===== src/rtl/usr_seq_shift.sv =====
// rtl/usr_seq_shift.sv - parametrised sequential universal shift register, one shift step per cycle; optional q_par output under USR_PARITY_EN
module usr_seq_shift #(
    parameter int WIDTH = 8,
    parameter int AMT_W = 4
) (
    input  logic             clk,
    input  logic             rst,
    input  logic             start,
    input  logic [2:0]       op,
    input  logic [AMT_W-1:0] amt,
    input  logic [WIDTH-1:0] din,
    input  logic             sin,
    output logic [WIDTH-1:0] q,
    output logic             sout,
    output logic             busy,
`ifdef USR_PARITY_EN
    output logic             q_par,
`endif
    output logic             done
);

    typedef enum logic {
        IDLE = 1'b0,
        RUN  = 1'b1
    } state_t;

    localparam logic [2:0] OP_NOP  = 3'b000;
    localparam logic [2:0] OP_LOAD = 3'b001;
    localparam logic [2:0] OP_SHL  = 3'b010;
    localparam logic [2:0] OP_SHR  = 3'b011;
    localparam logic [2:0] OP_ROL  = 3'b100;
    localparam logic [2:0] OP_ROR  = 3'b101;
    localparam logic [2:0] OP_ASR  = 3'b110;
    localparam logic [2:0] OP_CLR  = 3'b111;

    state_t           state, state_n;
    logic [AMT_W-1:0] count, count_n;
    logic [2:0]       op_r, op_n;
    logic [WIDTH-1:0] q_n;
    logic             sout_n;
    logic             done_n;

    assign busy = (state == RUN);

    // State register; reset aborts any command in flight
    always_ff @(posedge clk) begin
        if (!rst) begin
            state <= IDLE;
        end else begin
            state <= state_n;
        end
    end

    // Next-state and datapath: accept commands in IDLE, perform one step per cycle in RUN
    always_comb begin
        state_n = state;
        count_n = count;
        op_n    = op_r;
        q_n     = q;
        sout_n  = sout;
        done_n  = 1'b0;
        case (state)
            IDLE: begin
                if (start) begin
                    case (op)
                        OP_NOP: begin
                            done_n = 1'b1;
                        end
                        OP_LOAD: begin
                            q_n    = din;
                            done_n = 1'b1;
                        end
                        OP_CLR: begin
                            q_n    = '0;
                            done_n = 1'b1;
                        end
                        default: begin
                            // zero-length shift completes immediately without entering RUN
                            if (amt == '0) begin
                                done_n = 1'b1;
                            end else begin
                                op_n    = op;
                                count_n = amt;
                                state_n = RUN;
                            end
                        end
                    endcase
                end
            end
            RUN: begin
                case (op_r)
                    OP_SHL: begin
                        q_n    = {q[WIDTH-2:0], sin};
                        sout_n = q[WIDTH-1];
                    end
                    OP_SHR: begin
                        q_n    = {sin, q[WIDTH-1:1]};
                        sout_n = q[0];
                    end
                    OP_ROL: begin
                        q_n    = {q[WIDTH-2:0], q[WIDTH-1]};
                        sout_n = q[WIDTH-1];
                    end
                    OP_ROR: begin
                        q_n    = {q[0], q[WIDTH-1:1]};
                        sout_n = q[0];
                    end
                    OP_ASR: begin
                        q_n    = {q[WIDTH-1], q[WIDTH-1:1]};
                        sout_n = q[0];
                    end
                    default: begin
                        q_n    = q;
                        sout_n = sout;
                    end
                endcase
                count_n = count - 1'b1;
                if (count == AMT_W'(1)) begin
                    state_n = IDLE;
                    done_n  = 1'b1;
                end
            end
            default: begin
                state_n = IDLE;
            end
        endcase
    end

    // Datapath registers
    always_ff @(posedge clk) begin
        if (!rst) begin
            q     <= '0;
            sout  <= 1'b0;
            done  <= 1'b0;
            count <= '0;
            op_r  <= OP_NOP;
        end else begin
            q     <= q_n;
            sout  <= sout_n;
            done  <= done_n;
            count <= count_n;
            op_r  <= op_n;
        end
    end

`ifdef USR_PARITY_EN
    // Parity tracks the value q takes at the same edge
    always_ff @(posedge clk) begin
        if (!rst) begin
            q_par <= 1'b0;
        end else begin
            q_par <= ^q_n;
        end
    end
`endif

endmodule

===== config.mk =====
export PLATFORM = sky130hd
export DESIGN_NAME = usr_seq_shift
export DESIGN_NICKNAME = d
export VERILOG_FILES = /design/src/rtl/usr_seq_shift.sv
export SDC_FILE = /design/constraint.sdc
export NUM_CORES = 1
export LEC_CHECK = 0
export CAP_MARGIN = 15
export CORE_ASPECT_RATIO = 1.75
export CORE_MARGIN = 8
export CORE_UTILIZATION = 50
export CTS_BUF_LIST = sky130_fd_sc_hd__clkbuf_4
export DETAILED_ROUTE_END_ITERATION = 12
export GPL_TIMING_DRIVEN = 0
export PLACE_DENSITY = 0.8
export SETUP_SLACK_MARGIN = 0.15
export SLEW_MARGIN = 25
export SYNTH_ARGS = -nofsm -noshare
export SYNTH_HDL_FRONTEND = slang
export SYNTH_SLANG_ARGS = --single-unit

===== constraint.sdc =====
create_clock -name clk -period 2.2 [get_ports clk]
set_input_delay 0.66 -clock clk [delete_from_list [all_inputs] [get_ports clk]]
set_output_delay 0.66 -clock clk [all_outputs]
set_load 0.005 [all_outputs]

==> impl_metrics.xml <==
<?xml version="1.0" encoding="UTF-8"?>
<metrics>
  <group name="routing">
    <metric name="ant_nets" unit="">0</metric>
    <metric name="wirelength" unit="um">3710</metric>
    <metric name="wl_per_cell" unit="um">18.5</metric>
    <metric name="drt_pass1_iterations" unit="">4</metric>
    <metric name="dr.first_iter.drc_count" unit="">29</metric>
    <metric name="ratio_of_routed_vias_to_standard_cells" unit="">6.48</metric>
    <metric name="routed-via-count" unit="">1295</metric>
    <metric name="detail_route.drc_violations" unit="">0</metric>
  </group>
  <group name="cells_and_area">
    <metric name="drive_above_1_share" unit="%">16.1</metric>
    <metric name="final_cell_count_no_fill" unit="">200</metric>
    <metric name="leading_cell_type_in_the_layout_fill_and_taps_excluded" unit="">clkdlybuf4s50_1</metric>
    <metric name="synthToLayoutAreaGrowth" unit="%">28.6</metric>
    <metric name="post-route-cell-area" unit="um^2">1610</metric>
    <metric name="most-common-layout-cells" unit="">clkdlybuf4s50_1 (29), dfxtp_1 (17), mux2i_1 (11)</metric>
    <metric name="final_nets" unit="">196</metric>
    <metric name="n_antenna_cell" unit="">0</metric>
  </group>
  <group name="power">
    <metric name="power_report.internal_total" unit="mW">0.571</metric>
    <metric name="ir_worst_vdd" unit="V">0.000389</metric>
    <metric name="pwr-share-seq" unit="%">45.5</metric>
    <metric name="power.net_switching" unit="mW">0.282</metric>
    <metric name="share_comb_of_total_power" unit="%">33.5</metric>
    <metric name="p_leak" unit="nW">0.614</metric>
    <metric name="p_sw_share" unit="%">33.0</metric>
    <metric name="power_density" unit="nW/um^2">529</metric>
    <metric name="share_clk_of_total_power" unit="%">21.1</metric>
  </group>
  <group name="global_routing">
    <metric name="grt_pass1_wl" unit="um">6140</metric>
    <metric name="grt.overflow.total" unit="">0</metric>
    <metric name="groute.usage.overall" unit="%">18.1</metric>
    <metric name="maximum_number_of_pins_on_one_net_before_global_route_repair" unit="">11</metric>
    <metric name="antenna_found_initial" unit="">0</metric>
    <metric name="grt_pass1_vias" unit="">1350</metric>
  </group>
  <group name="synth">
    <metric name="syn_inst" unit="">141</metric>
    <metric name="netlist.area_leader.share" unit="%">28.7</metric>
    <metric name="fraction_of_the_yosys_area_taken_by_sequential_cells" unit="%">28.7</metric>
    <metric name="synth.distinct_cells" unit="">47</metric>
    <metric name="most_area_consuming_cells_after_synthesis" unit="">dfxtp_1 (29%), mux2i_1 (8.8%), mux2_2 (4.5%)</metric>
    <metric name="synthDominantAreaCellType" unit="">dfxtp_1</metric>
    <metric name="avgSynthCellArea" unit="um^2">8.90</metric>
    <metric name="syn-cell-area" unit="um^2">1250</metric>
    <metric name="synthesis.yosys.warnings" unit="">0</metric>
    <metric name="yosys_register_bits" unit="">18</metric>
    <metric name="synth.net_count" unit="">162</metric>
  </group>
  <group name="clocking">
    <metric name="clkTransAtPathRegs" unit="ps">110</metric>
    <metric name="ctsHoldBuffers" unit="">0</metric>
    <metric name="clk_path_buf_depth" unit="">2</metric>
    <metric name="clock_tree.htree_level_count" unit="">1</metric>
    <metric name="cts_buffers" unit="">3</metric>
    <metric name="cts.root.buffer_cell" unit="">clkbuf_4</metric>
    <metric name="clk_latency" unit="ps">310</metric>
    <metric name="clock_tree_from_tritoncts" unit="">built</metric>
    <metric name="cts.sinks" unit="">18</metric>
  </group>
  <group name="setup_path">
    <metric name="timing.critical_path.max_delay_family" unit="">buffers and inverters</metric>
    <metric name="cp_cell_sequence" unit="">clkdlybuf4s50_1</metric>
    <metric name="critical_path.max_fanout" unit="">6</metric>
    <metric name="buffering_stage_count_on_the_worst_path_with_inverters_included" unit="">1</metric>
    <metric name="timing.critical_path.required" unit="ps">1540</metric>
    <metric name="setup.worst_path.class" unit="">flip-flop to output port</metric>
    <metric name="crit_slowest_cell" unit="">clkdlybuf4s50_1</metric>
    <metric name="timing.critical_path.arrival" unit="ps">1330</metric>
    <metric name="timing.critical_path.from_type" unit="">flip-flop</metric>
    <metric name="critPathCaptureType" unit="">output port</metric>
    <metric name="cpPeakStageDelay" unit="ps">550</metric>
  </group>
  <group name="timing">
    <metric name="finalHoldViolCount" unit="">0</metric>
    <metric name="skew" unit="ps">7.93</metric>
    <metric name="max-slew-margin-rel" unit="%">60.7</metric>
    <metric name="final_max_slew_viol_count" unit="">0</metric>
    <metric name="max_slew.worst_pin.slew" unit="ps">582</metric>
    <metric name="grt_setup_unrepaired" unit="">no</metric>
    <metric name="setup_viol" unit="">0</metric>
    <metric name="period_minus_slack" unit="ps">1990</metric>
    <metric name="fmax" unit="MHz">504</metric>
    <metric name="finalCritPeriodShare" unit="%">90.2</metric>
  </group>
  <group name="floorplanning">
    <metric name="core.rowCount" unit="">24</metric>
    <metric name="die_h" unit="um">82.3</metric>
    <metric name="placeableCoreArea" unit="um^2">2430</metric>
    <metric name="initial_utilization" unit="%">51.6</metric>
    <metric name="fp.dieW" unit="um">53.9</metric>
    <metric name="io_pins" unit="">30</metric>
    <metric name="dieArea" unit="um^2">4430</metric>
  </group>
  <group name="place">
    <metric name="portBuffers" unit="">29</metric>
    <metric name="finalWeightedCongestion" unit="">0.866</metric>
    <metric name="dp.final_hpwl" unit="um">2970</metric>
    <metric name="dpl-instance-area" unit="um^2">1580</metric>
    <metric name="numPlacedInstances" unit="">196</metric>
  </group>
  <group name="hold_path">
    <metric name="hold_class" unit="">flip-flop to flip-flop</metric>
  </group>
  <group name="run_status">
    <metric name="run_status" unit="">finished, final reports clean</metric>
  </group>
  <group name="flow_run">
    <metric name="max_cap_violation_count" unit="">0</metric>
  </group>
</metrics>
[cell families after synthesis]
family | share of synthesized area (%)
adder cells (fa/ha/maj) | 2.79
AND/OR/NAND/NOR | 19.8
buffers and inverters | 5.88
XOR/XNOR | 3.39
multiplexers | 15.1
AO/OA/AOI/OAI | 24.3
flip-flops | 28.7
[worst min-delay path, stage by stage (launching register included)]
cell	delay, ps
dfxtp_1	330
a21oi_1	110
a211oi_1	50
[final timing paths]
check / to / from / cells past startpoint / slack (ps)
max: q[7] / q[7] / 1 / 210
min reg2reg: sout / sout / 2 / 530
max reg2reg: q[6] / busy / 6 / 610
min: sout / sout / 2 / 530
[registers in the layout, summed over array words and instances (netlist names)]
signal  cells
q           8
count       4
op_r        3
busy        1
done        1
sout        1
[power by group through the flow]
stage	clock (mW)	combinational [mW]	sequential [mW]
6_report	0.180	0.286	0.388
5_1_grt	0.193	0.312	0.392
4_1_cts	0.179	0.283	0.386
3_5_place_dp	0	0.282	0.394
3_3_place_gp	0	0.272	0.392
2_1_floorplan	0	0.172	0.386
[Yosys cell counts, drive strengths merged]
| cell type | number |
|---|---|
| a2bb2oi | 5 |
| o21a | 1 |
| a211oi | 2 |
| nor4b | 1 |
| clkbuf | 2 |
| mux2i | 11 |
| mux4 | 1 |
| nand4 | 1 |
| a41oi | 1 |
| a32o | 2 |
| a221oi | 1 |
| and2 | 1 |
| xnor2 | 2 |
| a311oi | 1 |
| a31oi | 8 |
| buf | 8 |
| inv | 3 |
| maj3 | 1 |
| or2 | 1 |
| nor3 | 2 |
| a22oi | 1 |
| o21ai | 7 |
| and2b | 1 |
| nor2b | 2 |
| o211ai | 4 |
| a21oi | 5 |
| nor2 | 9 |
| clkinv | 1 |
| o31ai | 1 |
| dfxtp | 18 |
| nand2b | 3 |
| nor4bb | 2 |
| nand3b | 1 |
| nand3 | 10 |
| a31o | 1 |
| and3 | 1 |
| a222oi | 1 |
| nand2 | 7 |
| mux2 | 5 |
| ha | 2 |
| or4 | 1 |
| o2111a | 1 |
| xor2 | 2 |
[metal layers]
metal,share of wire (%),wire length [um],track usage (%)
met3,5.9,219,3.05
met1,35,1310,17.0
met2,54,2020,33.4
met5,0,0,0
met4,4.3,161,12.2
[area by class of cell]
type,instances,area (um^2)
multi-input cells,109,830
fillers,208,818
flip-flops and latches,18,362
repair buffers,29,290
plain buffers,10,58.8
well taps,26,32.5
clock buffers,3,22.5
inverters,4,15.0
clock inverters,1,3.75
[what timing repair did]
item,in CTS,in global routing
setup endpoints to repair,0,9
resized for setup,0,4
setup buffers,0,0
[through the flow]
step	worst slack, ps	TNS (ps)	hold slack, ps	utilization [%]	total power [mW]
2_1_floorplan	496	0	470	-	0.557
3_3_place_gp	-102	-482	485	64.9	0.664
3_5_place_dp	-150	-913	514	64.9	0.676
4_1_cts	158	0	531	65.9	0.848
5_1_grt	167	0	557	66.4	0.898
6_report	215	0	529	66.4	0.853
(Power assumes the default switching activity.)
